`src/rtl/fetch_pkg.sv`:
```
// fetch_pkg: shared definitions for the instruction-fetch sequencer.
//   - fetch_state_e : fetch controller state encoding
//   - RESET_PC, EXC_VEC, NOP_INSTR, PC_STEP : address/instruction constants
//   - OP_NOP, OP_HALT : 5-bit opcodes shared with the rest of the pipeline
//   - pc_next()      : 16-bit modulo sequential-address helper
package fetch_pkg;

  typedef enum logic [2:0] {
    StIdle,
    StFetch,
    StHold,
    StDrain,
    StHalt
  } fetch_state_e;

  localparam logic [4:0]  OP_NOP    = 5'b00001;
  localparam logic [4:0]  OP_HALT   = 5'b00000;

  localparam logic [15:0] RESET_PC  = 16'h0000;
  localparam logic [15:0] EXC_VEC   = 16'h0002;
  // A NOP is the NOP opcode in the top five bits with all operand fields zero.
  localparam logic [15:0] NOP_INSTR = {OP_NOP, 11'b0};
  localparam logic [15:0] PC_STEP   = 16'd2;

  // Wraps silently at the top of the address space.
  function automatic logic [15:0] pc_next(input logic [15:0] pc);
    return pc + PC_STEP;
  endfunction

endpackage

```
`src/rtl/fetch_skid.sv`:
```
// fetch_skid: one-entry instruction/PC holding register used when a word
// returns while decode is stalled.
// Ports:
//   clk_i, rst_i          : clock, synchronous active-high reset
//   load_i                : capture instr_i/pc_i and mark the entry valid
//   unload_i              : entry has been consumed, mark it empty
//   clear_i               : discard the entry (flush)
//   instr_i, pc_i         : word and its fetch address to capture
//   valid_o, instr_o, pc_o: current entry contents
module fetch_skid (
  input  logic        clk_i,
  input  logic        rst_i,
  input  logic        load_i,
  input  logic        unload_i,
  input  logic        clear_i,
  input  logic [15:0] instr_i,
  input  logic [15:0] pc_i,
  output logic        valid_o,
  output logic [15:0] instr_o,
  output logic [15:0] pc_o
);

  logic        valid_q;
  logic [15:0] instr_q;
  logic [15:0] pc_q;

  always_ff @(posedge clk_i) begin
    if (rst_i) begin
      valid_q <= 1'b0;
      instr_q <= 16'h0000;
      pc_q    <= 16'h0000;
    end else if (clear_i || unload_i) begin
      valid_q <= 1'b0;
    end else if (load_i) begin
      valid_q <= 1'b1;
      instr_q <= instr_i;
      pc_q    <= pc_i;
    end
  end

  assign valid_o = valid_q;
  assign instr_o = instr_q;
  assign pc_o    = pc_q;

endmodule

```
`src/rtl/fetch_ctrl.sv`:
```
// fetch_ctrl: instruction-fetch sequencer. Owns the fetch PC and EPC, issues
// requests over a req/ready handshake and presents one registered slot
// (instr, pc, pc+2) to decode.
// Ports:
//   clk, rst                   : clock, synchronous active-high reset
//   stall                      : decode cannot accept, hold the slot
//   redirect, redirect_pc      : resolved branch/jump target
//   exc, exc_pc                : exception entry, exc_pc saved to EPC
//   rti                        : return from interrupt, resume at EPC
//   halt                       : stop fetching until reset
//   imem_req, imem_addr        : fetch request (address is registered)
//   imem_ready, imem_data      : returned word
//   if_valid, if_instr, if_pc, if_pc_inc : fetched slot
//   epc                        : saved exception PC
//   halted                     : controller is halted
module fetch_ctrl #(
  parameter logic [15:0] RESET_PC  = fetch_pkg::RESET_PC,
  parameter logic [15:0] EXC_VEC   = fetch_pkg::EXC_VEC,
  parameter logic [15:0] NOP_INSTR = fetch_pkg::NOP_INSTR
) (
  input  logic        clk,
  input  logic        rst,
  input  logic        stall,
  input  logic        redirect,
  input  logic [15:0] redirect_pc,
  input  logic        exc,
  input  logic [15:0] exc_pc,
  input  logic        rti,
  input  logic        halt,
  output logic        imem_req,
  output logic [15:0] imem_addr,
  input  logic        imem_ready,
  input  logic [15:0] imem_data,
  output logic        if_valid,
  output logic [15:0] if_instr,
  output logic [15:0] if_pc,
  output logic [15:0] if_pc_inc,
  output logic [15:0] epc,
  output logic        halted
);

  import fetch_pkg::*;

  fetch_state_e state_q, state_d;
  logic [15:0]  addr_q, addr_d;
  logic [15:0]  tgt_q, tgt_d;
  logic         halt_pend_q, halt_pend_d;
  logic [15:0]  epc_q, epc_d;
  logic         valid_q, valid_d;
  logic [15:0]  instr_q, instr_d;
  logic [15:0]  pc_q, pc_d;
  logic [15:0]  pc_inc_q, pc_inc_d;
  logic         halted_q;

  logic         ev_any;
  logic         ev_halt;
  logic [15:0]  ev_tgt;

  logic         skid_load, skid_unload, skid_clear;
  logic         skid_valid;
  logic [15:0]  skid_instr, skid_pc;

  fetch_skid u_skid (
    .clk_i    (clk),
    .rst_i    (rst),
    .load_i   (skid_load),
    .unload_i (skid_unload),
    .clear_i  (skid_clear),
    .instr_i  (imem_data),
    .pc_i     (addr_q),
    .valid_o  (skid_valid),
    .instr_o  (skid_instr),
    .pc_o     (skid_pc)
  );

  // Priority exc > halt > rti > redirect. A halt masks rti/redirect but not exc.
  always_comb begin
    ev_halt = halt & ~exc;
    ev_any  = exc | (~halt & (rti | redirect));
    if (exc) begin
      ev_tgt = EXC_VEC;
    end else if (rti) begin
      ev_tgt = epc_q;
    end else begin
      ev_tgt = redirect_pc;
    end
  end

  always_comb begin
    state_d     = state_q;
    addr_d      = addr_q;
    tgt_d       = tgt_q;
    halt_pend_d = halt_pend_q;
    epc_d       = epc_q;
    valid_d     = valid_q;
    instr_d     = instr_q;
    pc_d        = pc_q;
    pc_inc_d    = pc_inc_q;
    skid_load   = 1'b0;
    skid_unload = 1'b0;
    skid_clear  = 1'b0;

    if (exc && (state_q != StHalt)) begin
      epc_d = exc_pc;
    end

    // Baseline slot behaviour; a captured word overrides it below.
    if (ev_any || !stall) begin
      valid_d = 1'b0;
      instr_d = NOP_INSTR;
    end

    unique case (state_q)
      StIdle: begin
        if (ev_halt) begin
          state_d = StHalt;
        end else begin
          state_d = StFetch;
          if (ev_any) begin
            addr_d = ev_tgt;
          end
        end
      end

      StFetch: begin
        if (imem_ready) begin
          if (ev_any) begin
            addr_d = ev_tgt;
          end else if (ev_halt) begin
            state_d = StHalt;
          end else if (stall && valid_q) begin
            skid_load = 1'b1;
            state_d   = StHold;
          end else begin
            valid_d  = 1'b1;
            instr_d  = imem_data;
            pc_d     = addr_q;
            pc_inc_d = pc_next(addr_q);
            addr_d   = pc_next(addr_q);
          end
        end else if (ev_any) begin
          tgt_d   = ev_tgt;
          state_d = StDrain;
        end else if (ev_halt) begin
          halt_pend_d = 1'b1;
          state_d     = StDrain;
        end
      end

      StHold: begin
        if (ev_any) begin
          skid_clear = 1'b1;
          addr_d     = ev_tgt;
          state_d    = StFetch;
        end else if (ev_halt) begin
          skid_clear = 1'b1;
          state_d    = StHalt;
        end else if (!stall) begin
          skid_unload = 1'b1;
          valid_d     = skid_valid;
          instr_d     = skid_instr;
          pc_d        = skid_pc;
          pc_inc_d    = pc_next(skid_pc);
          addr_d      = pc_next(addr_q);
          state_d     = StFetch;
        end
      end

      StDrain: begin
        if (ev_any) begin
          tgt_d = ev_tgt;
        end
        if (ev_halt) begin
          halt_pend_d = 1'b1;
        end
        // The outstanding word is always dropped; only the destination differs.
        if (imem_ready) begin
          if (halt_pend_d) begin
            halt_pend_d = 1'b0;
            state_d     = StHalt;
          end else begin
            addr_d  = tgt_d;
            state_d = StFetch;
          end
        end
      end

      StHalt: ;

      default: state_d = StIdle;
    endcase

    if (state_d == StHalt) begin
      valid_d = 1'b0;
      instr_d = NOP_INSTR;
    end
  end

  always_ff @(posedge clk) begin
    if (rst) begin
      state_q     <= StIdle;
      addr_q      <= RESET_PC;
      tgt_q       <= RESET_PC;
      halt_pend_q <= 1'b0;
      epc_q       <= 16'h0000;
      valid_q     <= 1'b0;
      instr_q     <= NOP_INSTR;
      pc_q        <= 16'h0000;
      pc_inc_q    <= 16'h0000;
      halted_q    <= 1'b0;
    end else begin
      state_q     <= state_d;
      addr_q      <= addr_d;
      tgt_q       <= tgt_d;
      halt_pend_q <= halt_pend_d;
      epc_q       <= epc_d;
      valid_q     <= valid_d;
      instr_q     <= instr_d;
      pc_q        <= pc_d;
      pc_inc_q    <= pc_inc_d;
      // Lags HALT entry by one edge.
      halted_q    <= (state_q == StHalt);
    end
  end

  assign imem_req  = (state_q == StFetch) || (state_q == StDrain);
  assign imem_addr = addr_q;
  assign if_valid  = valid_q;
  assign if_instr  = instr_q;
  assign if_pc     = pc_q;
  assign if_pc_inc = pc_inc_q;
  assign epc       = epc_q;
  assign halted    = halted_q;

endmodule

```
`config.mk`:
```
export PLATFORM = sky130hd
export DESIGN_NAME = fetch_ctrl
export DESIGN_NICKNAME = d
export VERILOG_FILES = /design/src/rtl/fetch_pkg.sv /design/src/rtl/fetch_skid.sv /design/src/rtl/fetch_ctrl.sv
export SDC_FILE = /design/constraint.sdc
export NUM_CORES = 1
export LEC_CHECK = 0
export BUFFER_PORTS_ARGS = -buffer_cell sky130_fd_sc_hd__buf_2
export CORE_MARGIN = 2
export CORE_UTILIZATION = 25
export CTS_CLUSTER_DIAMETER = 30
export DETAILED_ROUTE_END_ITERATION = 6
export PLACE_DENSITY = 0.53
export SLEW_MARGIN = 10
export SYNTH_ARGS = -nofsm -noshare
export SYNTH_HDL_FRONTEND = slang
export SYNTH_SLANG_ARGS = --single-unit
```
`constraint.sdc`:
```
create_clock -name clk -period 5.05 [get_ports clk]
set_clock_uncertainty 0.15 [all_clocks]
set_input_delay 1.01 -clock clk [delete_from_list [all_inputs] [get_ports clk]]
set_output_delay 1.01 -clock clk [all_outputs]
set_load 0.03 [all_outputs]
```
Word level (Yosys, flattened, before mapping)

Index checks and enable logic that the tools add are counted.

Flip-flop bits (word level): 135
Output and inout port bits: 83
Logic and storage cells: 141

Add/sub/neg operators: 2
Equality and inequality tests: 22
Muxes and demuxes: 80
Bitwise logic cells: 7
Reduce and logical (&&, ||, !) cells: 17

Operator list:

| cell                    | number |
|---|---|
| $mux W16                | 35 |
| $pmux W16 S2            | 4 |
| $pmux W16 S4            | 1 |
| $mux W3                 | 12 |
| $add A16 B2 Y16 const B | 2 |
| $mux W1                 | 25 |
| $ne A2 B2 Y1 const B    | 12 |
| $ne A3 B3 Y1 const B    | 5 |
| $pmux W3 S5             | 1 |
| $reduce_and A10 Y1      | 1 |
| $reduce_and A8 Y1       | 1 |
| $eq A3 B2 Y1 const B    | 2 |
| $eq A3 B3 Y1 const B    | 2 |
| $pmux W1 S2             | 2 |
| $reduce_and A2 Y1       | 2 |
| $reduce_bool A2 Y1      | 2 |
| $reduce_bool A4 Y1      | 1 |
| $reduce_or A2 Y1        | 2 |
| $eq A3 B1 Y1 const B    | 1 |
| $logic_not A3 Y1        | 1 |
| $logic_or A1 B1 Y1      | 3 |
| $not A1 Y1              | 3 |
| $reduce_and A3 Y1       | 1 |
| $and A1 B1 Y1           | 2 |
| 3 further kinds         | 5 |

Depth between registers and ports, before layout

Word-level depth: 10
Gate-level depth with buffers: 9

Cells and area by module

A second synthesis with hierarchy kept.

Cells, all modules: 837
Area, all modules: 6931.6 um^2

Modules (own cells, without submodules):

| module     | instances | cells each | area each (um^2) | seq. area each (um^2) |
|---|---|---|---|---|
| fetch_ctrl | 1         | 694        | 5429.0           | 2021.9 |
| fetch_skid | 1         | 143        | 1502.7           | 660.6 |

Worst setup path before layout

Ideal clock, no wire load.

Path kind: input -> register
Start point: input port halt
End point: register instr_q[11], in the netlist if_instr[11]
Setup time: 0.122 ns
Arrival: 2.422 ns
Required time: 4.778 ns
Slack: 2.356 ns
Stages: 6
Buffers on the path: 1
Cells stage by stage: nor2b_1 > o211a_1 > or4_1 > buf_2 > a21o_1 > a221o_1

Longest elaborated chain between the ends: 10
Elaborated cells on any way between the ends: 29
Those cells by class: eq/ne (1); mux (22); bitwise (4); reduce/logical (2)

Ends and longest elaborated chain:

| item                   | RTL line          | text |
|---|---|---|
| start: declaration     | fetch_ctrl.sv:29  | `input logic halt,` |
| $not A1 Y1             | fetch_ctrl.sv:79  | `ev_any = exc \| (~halt & (rti \| redirect));` |
| $and A1 B1 Y1          | fetch_ctrl.sv:79  |  |
| $or A1 B1 Y1           | fetch_ctrl.sv:79  |  |
| $logic_or A1 B1 Y1     | fetch_ctrl.sv:108 | `if (ev_any \|\| !stall) begin` |
| $mux W16               | fetch_ctrl.sv:108 |  |
| $mux W16               | fetch_ctrl.sv:131 | `end else if (stall && valid_q) begin` |
| $mux W16               | fetch_ctrl.sv:129 | `end else if (ev_halt) begin` |
| $mux W16               | fetch_ctrl.sv:127 | `if (ev_any) begin` |
| $mux W16               | fetch_ctrl.sv:126 | `if (imem_ready) begin` |
| $pmux W16 S2           | fetch_ctrl.sv:113 | `unique case (state_q)` |
| end signal: assignment | fetch_ctrl.sv:218 | `instr_q <= instr_d;` |
| end: declaration       | fetch_ctrl.sv:50  | `logic [15:0] instr_q, instr_d;` |

Parallel ways exist; a longest one is shown, timed or not. The select of a mux whose other input is x is not followed.
A chain may end at the register's enable or synchronous reset.

Final worst setup path

Start point: input port exc
End point: register pc_inc_q[2], in the netlist if_pc_inc[2]

Longest elaborated chain between the ends: 4
Elaborated cells on any way between the ends: 8
Those cells by class: eq/ne (4); bitwise (3); reduce/logical (1)

Ends and longest elaborated chain:

| item                                   | RTL line          | text |
|---|---|---|
| start: declaration                     | fetch_ctrl.sv:26  | `input logic exc,` |
| $not A1 Y1                             | fetch_ctrl.sv:78  | `ev_halt = halt & ~exc;` |
| $and A1 B1 Y1                          | fetch_ctrl.sv:78  |  |
| $ne A2 B2 Y1 (no source line)          | -                 |  |
| $reduce_and A8 Y1 (no source line) (*) | -                 |  |
| end signal: assignment                 | fetch_ctrl.sv:220 | `pc_inc_q <= pc_inc_d;` |
| end: declaration                       | fetch_ctrl.sv:52  | `logic [15:0] pc_inc_q, pc_inc_d;` |

Mark *: on every way between the ends. The rest lies on a longest branch, timed or not.

==> impl_summary.log <==
INFO  metric vias = 6,554
INFO  metric design_power_total = 2.63 mW
INFO  metric synth.yosys.seq_area_share = 0.407
INFO  metric drt.antenna.violating_nets = 0
INFO  metric postRouteWirelength = 22.5 mm
INFO  metric synth-compound-area-share = 0.228
INFO  metric failed_checks = DRC
INFO  metric static_leakage = 3.11 nW
INFO  metric worst_setup_hold_path_clk_slew = 0.07 ns
INFO  metric syn-num-nets = 911
INFO  metric synth.distinct_cells = 66
INFO  metric grt_setup_unrepaired = false
INFO  metric post-cts-setup-buffer-count = 0
INFO  metric synth_cells = 853
INFO  metric number_of_antenna_violations_at_the_first_check_in_global_routing = 0
INFO  metric synth-seq-cells = 134
INFO  metric cts.htree.levels = 4
INFO  metric ios = 139
INFO  metric die_h = 166 µm
INFO  metric path_cells = buf_2 -> buf_4 -> nor4_4 -> o211a_1 -> buf_4 -> nor2_1 -> a311oi_1
INFO  metric synth-simple-area-share = 0.252
INFO  metric port_buffers = 138
INFO  metric timing_worst_setup_path_type = input pin to flip-flop
INFO  metric critical_path_required = 5.22 ns
INFO  metric gpl.final_weighted_congestion = 0.827
INFO  metric maximum_clock_frequency = 298 MHz
INFO  metric final.period_utilization = 0.664
INFO  metric tritoncts = yes
INFO  metric detailedRoute.firstIterationViolations = 508
INFO  metric die-width = 166 µm
INFO  metric first_pass_grt_wire_length = 35.2 mm
INFO  metric grt_overflow_total = 0
INFO  metric post_synth_xor_area_fraction = 0.0239
INFO  metric num_rows = 59
INFO  metric clock_root_cell = clkbuf_16
INFO  metric initial_core_util = 0.253
INFO  metric path_common_cell = buf_4
INFO  metric cts-buffers-inserted = 17
INFO  metric synth-adder-area-share = 0.00380
INFO  metric total_die_area = 27,600 µm²
INFO  metric cts-hold-fix-buffers = 0
INFO  metric crit_path_end_kind = flip-flop
INFO  metric kind_of_launch_point_of_the_worst_setup_path = input pin
INFO  metric num-nets-final = 1,005
INFO  metric post_synth_edffs = 0
INFO  metric grt_start_max_net_pins = 60
INFO  metric async_reset_ff_frac = 0
INFO  metric worst_r2r_path_depth = 7
INFO  metric detail_route.drc_violations = 1
INFO  metric synth.avg_cell_area = 7.72 µm²
INFO  metric max_slew.worst_pin.slew = 1.02 ns
INFO  metric post_drt_via_cell_ratio = 5.06
INFO  metric cp_slowest_stage_delay = 0.67 ns
INFO  metric dp_hpwl = 15.7 mm
INFO  metric cts_buffer_depth = 2
INFO  metric whs_path_depth = 2
INFO  metric grt.total_usage = 0.160
INFO  metric drt_pre_antenna_iters = 7
INFO  metric slew_violations = 0
INFO  metric yosys_warnings = 0
INFO  metric synth_top_family_by_area = simple AND/OR/NAND/NOR gates
INFO  metric number_of_global_route_vias_before_repair = 6,146
INFO  metric reg2reg_setup_slack = 2.03 ns
INFO  metric finalWorstPathRequiredPeriod = 3.35 ns
INFO  metric core_area = 26,000 µm²
INFO  metric clock_sinks = 134
INFO  metric max-vdd-ir-drop = 0.188 mV
INFO  metric ys_top_cells_by_area = dfxtp_1 (41%), nand2_1 (10%), a21oi_1 (6.8%)
INFO  metric cts_repair_resize_count = 0
INFO  metric cap_violations = 0
INFO  metric drive_above_1_share = 0.202
INFO  metric arrival_time_at_the_worst_endpoint = 3.52 ns
INFO  metric wl_per_cell = 17.4 µm
INFO  metric synth_top_area_cell = dfxtp_1
INFO  metric power_density = 328 nW/µm²
INFO  metric finalHoldViolCount = 0
INFO  metric num_antenna_cells = 0
INFO  metric worstSkewPairLatency = 0.42 ns
INFO  metric critical_path.slowest_cell = o211a_1
INFO  metric dominantRegCellSynth = dfxtp_1
INFO  metric finalSetupViolations = 0
INFO  metric finalSetupTns = 0 ns
INFO  metric synth.area.mux_share = 0.0274
INFO  metric area_fraction_of_the_dominant_cell_type_after_synthesis = 0.407
INFO  metric status = complete, but fails checks
INFO  metric worstPathMaxFanout = 28
INFO  metric netlist_area = 6580 µm²
INFO  metric fill_cells = 2,879
INFO  metric min-delay-path-class = flip-flop to flip-flop
INFO  metric area_delta_synth_final = 21.8%
INFO  metric slew-limit-headroom = 0.317
==> worst paths after layout <==
kind / from / endpoint
max: exc / if_pc_inc[2]
min: tgt_q[14] / tgt_q[14]
max reg2reg: state_q[2] / if_pc_inc[2]
min reg2reg: tgt_q[14] / tgt_q[14]
==> critical path, delay by kind of cell <==
family | cells | cell delay [ns]
compound gates | 2 | 0.92
simple gates | 2 | 0.63
buf+inv | 3 | 0.94
==> flip-flops by register name (all words and copies together), names as in the netlist, 3 cells and up <==
| register | count |
|---|---|
| imem_addr | 16 |
| if_pc_inc | 15 |
| tgt_q | 16 |
| u_skid.instr_o | 16 |
| state_q | 3 |
| u_skid.pc_o | 16 |
| if_instr | 16 |
| if_pc | 16 |
| epc | 16 |
==> placed cells by master, fill, tap and decap left out, types with 4 or more instances in the layout <==
master and n:
nand2_1 175, buf_2 137, dfxtp_1 134, a21oi_1 89, nor2_1 81, nand3_1 36, o21ai_0 27, nor3_1 21
a311oi_1 18, mux2i_1 18, clkbuf_16 17, buf_4 15, a222oi_1 12, inv_1 11, a31oi_1 11, nand4_1 10
xnor2_1 10, xor2_1 8, a22o_1 7, nor4_1 6, a21o_1 6, nor2b_1 6, o32ai_1 6, a22oi_1 6
and3_1 5, and4_1 5, inv_6 5, o211a_1 4, o211ai_1 4, nand2b_1 4, or4_1 4
==> synth_stat cells (12+ instances only) <==
cell type and n:
dfxtp_1 134, a222oi_1 12, nor3_1 21, o21ai_0 27, buf_2 20, nor2_1 82
mux2i_1 18, a21oi_1 89, a311oi_1 18, clkbuf_1 49, nand3_1 36, nand2_1 175
==> cell families after synthesis <==
logic type / count (synthesis)
DFF: 134
AOI/OAI and AO/OA: 223
and+or+nand+nor: 369
buffers and inverters: 89
xor gates and xnor gates: 18
adders and majority gates: 2
muxes: 18
==> stage by stage <==
step	utilization	cells	hold slack, ns	setup slack (ns)	area (µm²)
2_1_floorplan	-	853	0.286	2.36	6580
3_3_place_gp	0.288	1263	0.292	1.35	7480
3_5_place_dp	0.288	1263	0.297	1.28	7480
4_1_cts	0.309	1295	0.305	1.71	8020
5_1_grt	0.309	1295	0.316	1.46	8020
6_report	0.309	1295	0.305	1.70	8020
==> metal layers <==
layer  part of all wire  global-route usage  vias to the layer above
met1               0.47               0.212                     3145
met2               0.46               0.255                      149
met3              0.051              0.0424                       31
met4              0.021              0.0499                        0
li1                   -                   -                     3229
met5                  0                   0                        -
==> where the power goes <==
| group | internal (mW) | switching [mW] | total (mW) |
|---|---|---|---|
| Clock | 0.649 | 0.515 | 1.16 |
| Combinational | 0.103 | 0.224 | 0.328 |
| Sequential | 1.08 | 0.0508 | 1.14 |
| Total | 1.84 | 0.790 | 2.63 |
==> layout make-up <==
cell class	count	area (µm²)	area share
repair buffers	152	798	0.0996
clock buffers	20	447	0.0557
inverters	12	45.0	0.00562
multi-input cells	630	3530	0.441
flip-flops and latches	134	2680	0.335
well taps	335	419	0.0523
clock inverters	12	92.6	0.0115
(Power assumes the default switching activity.)
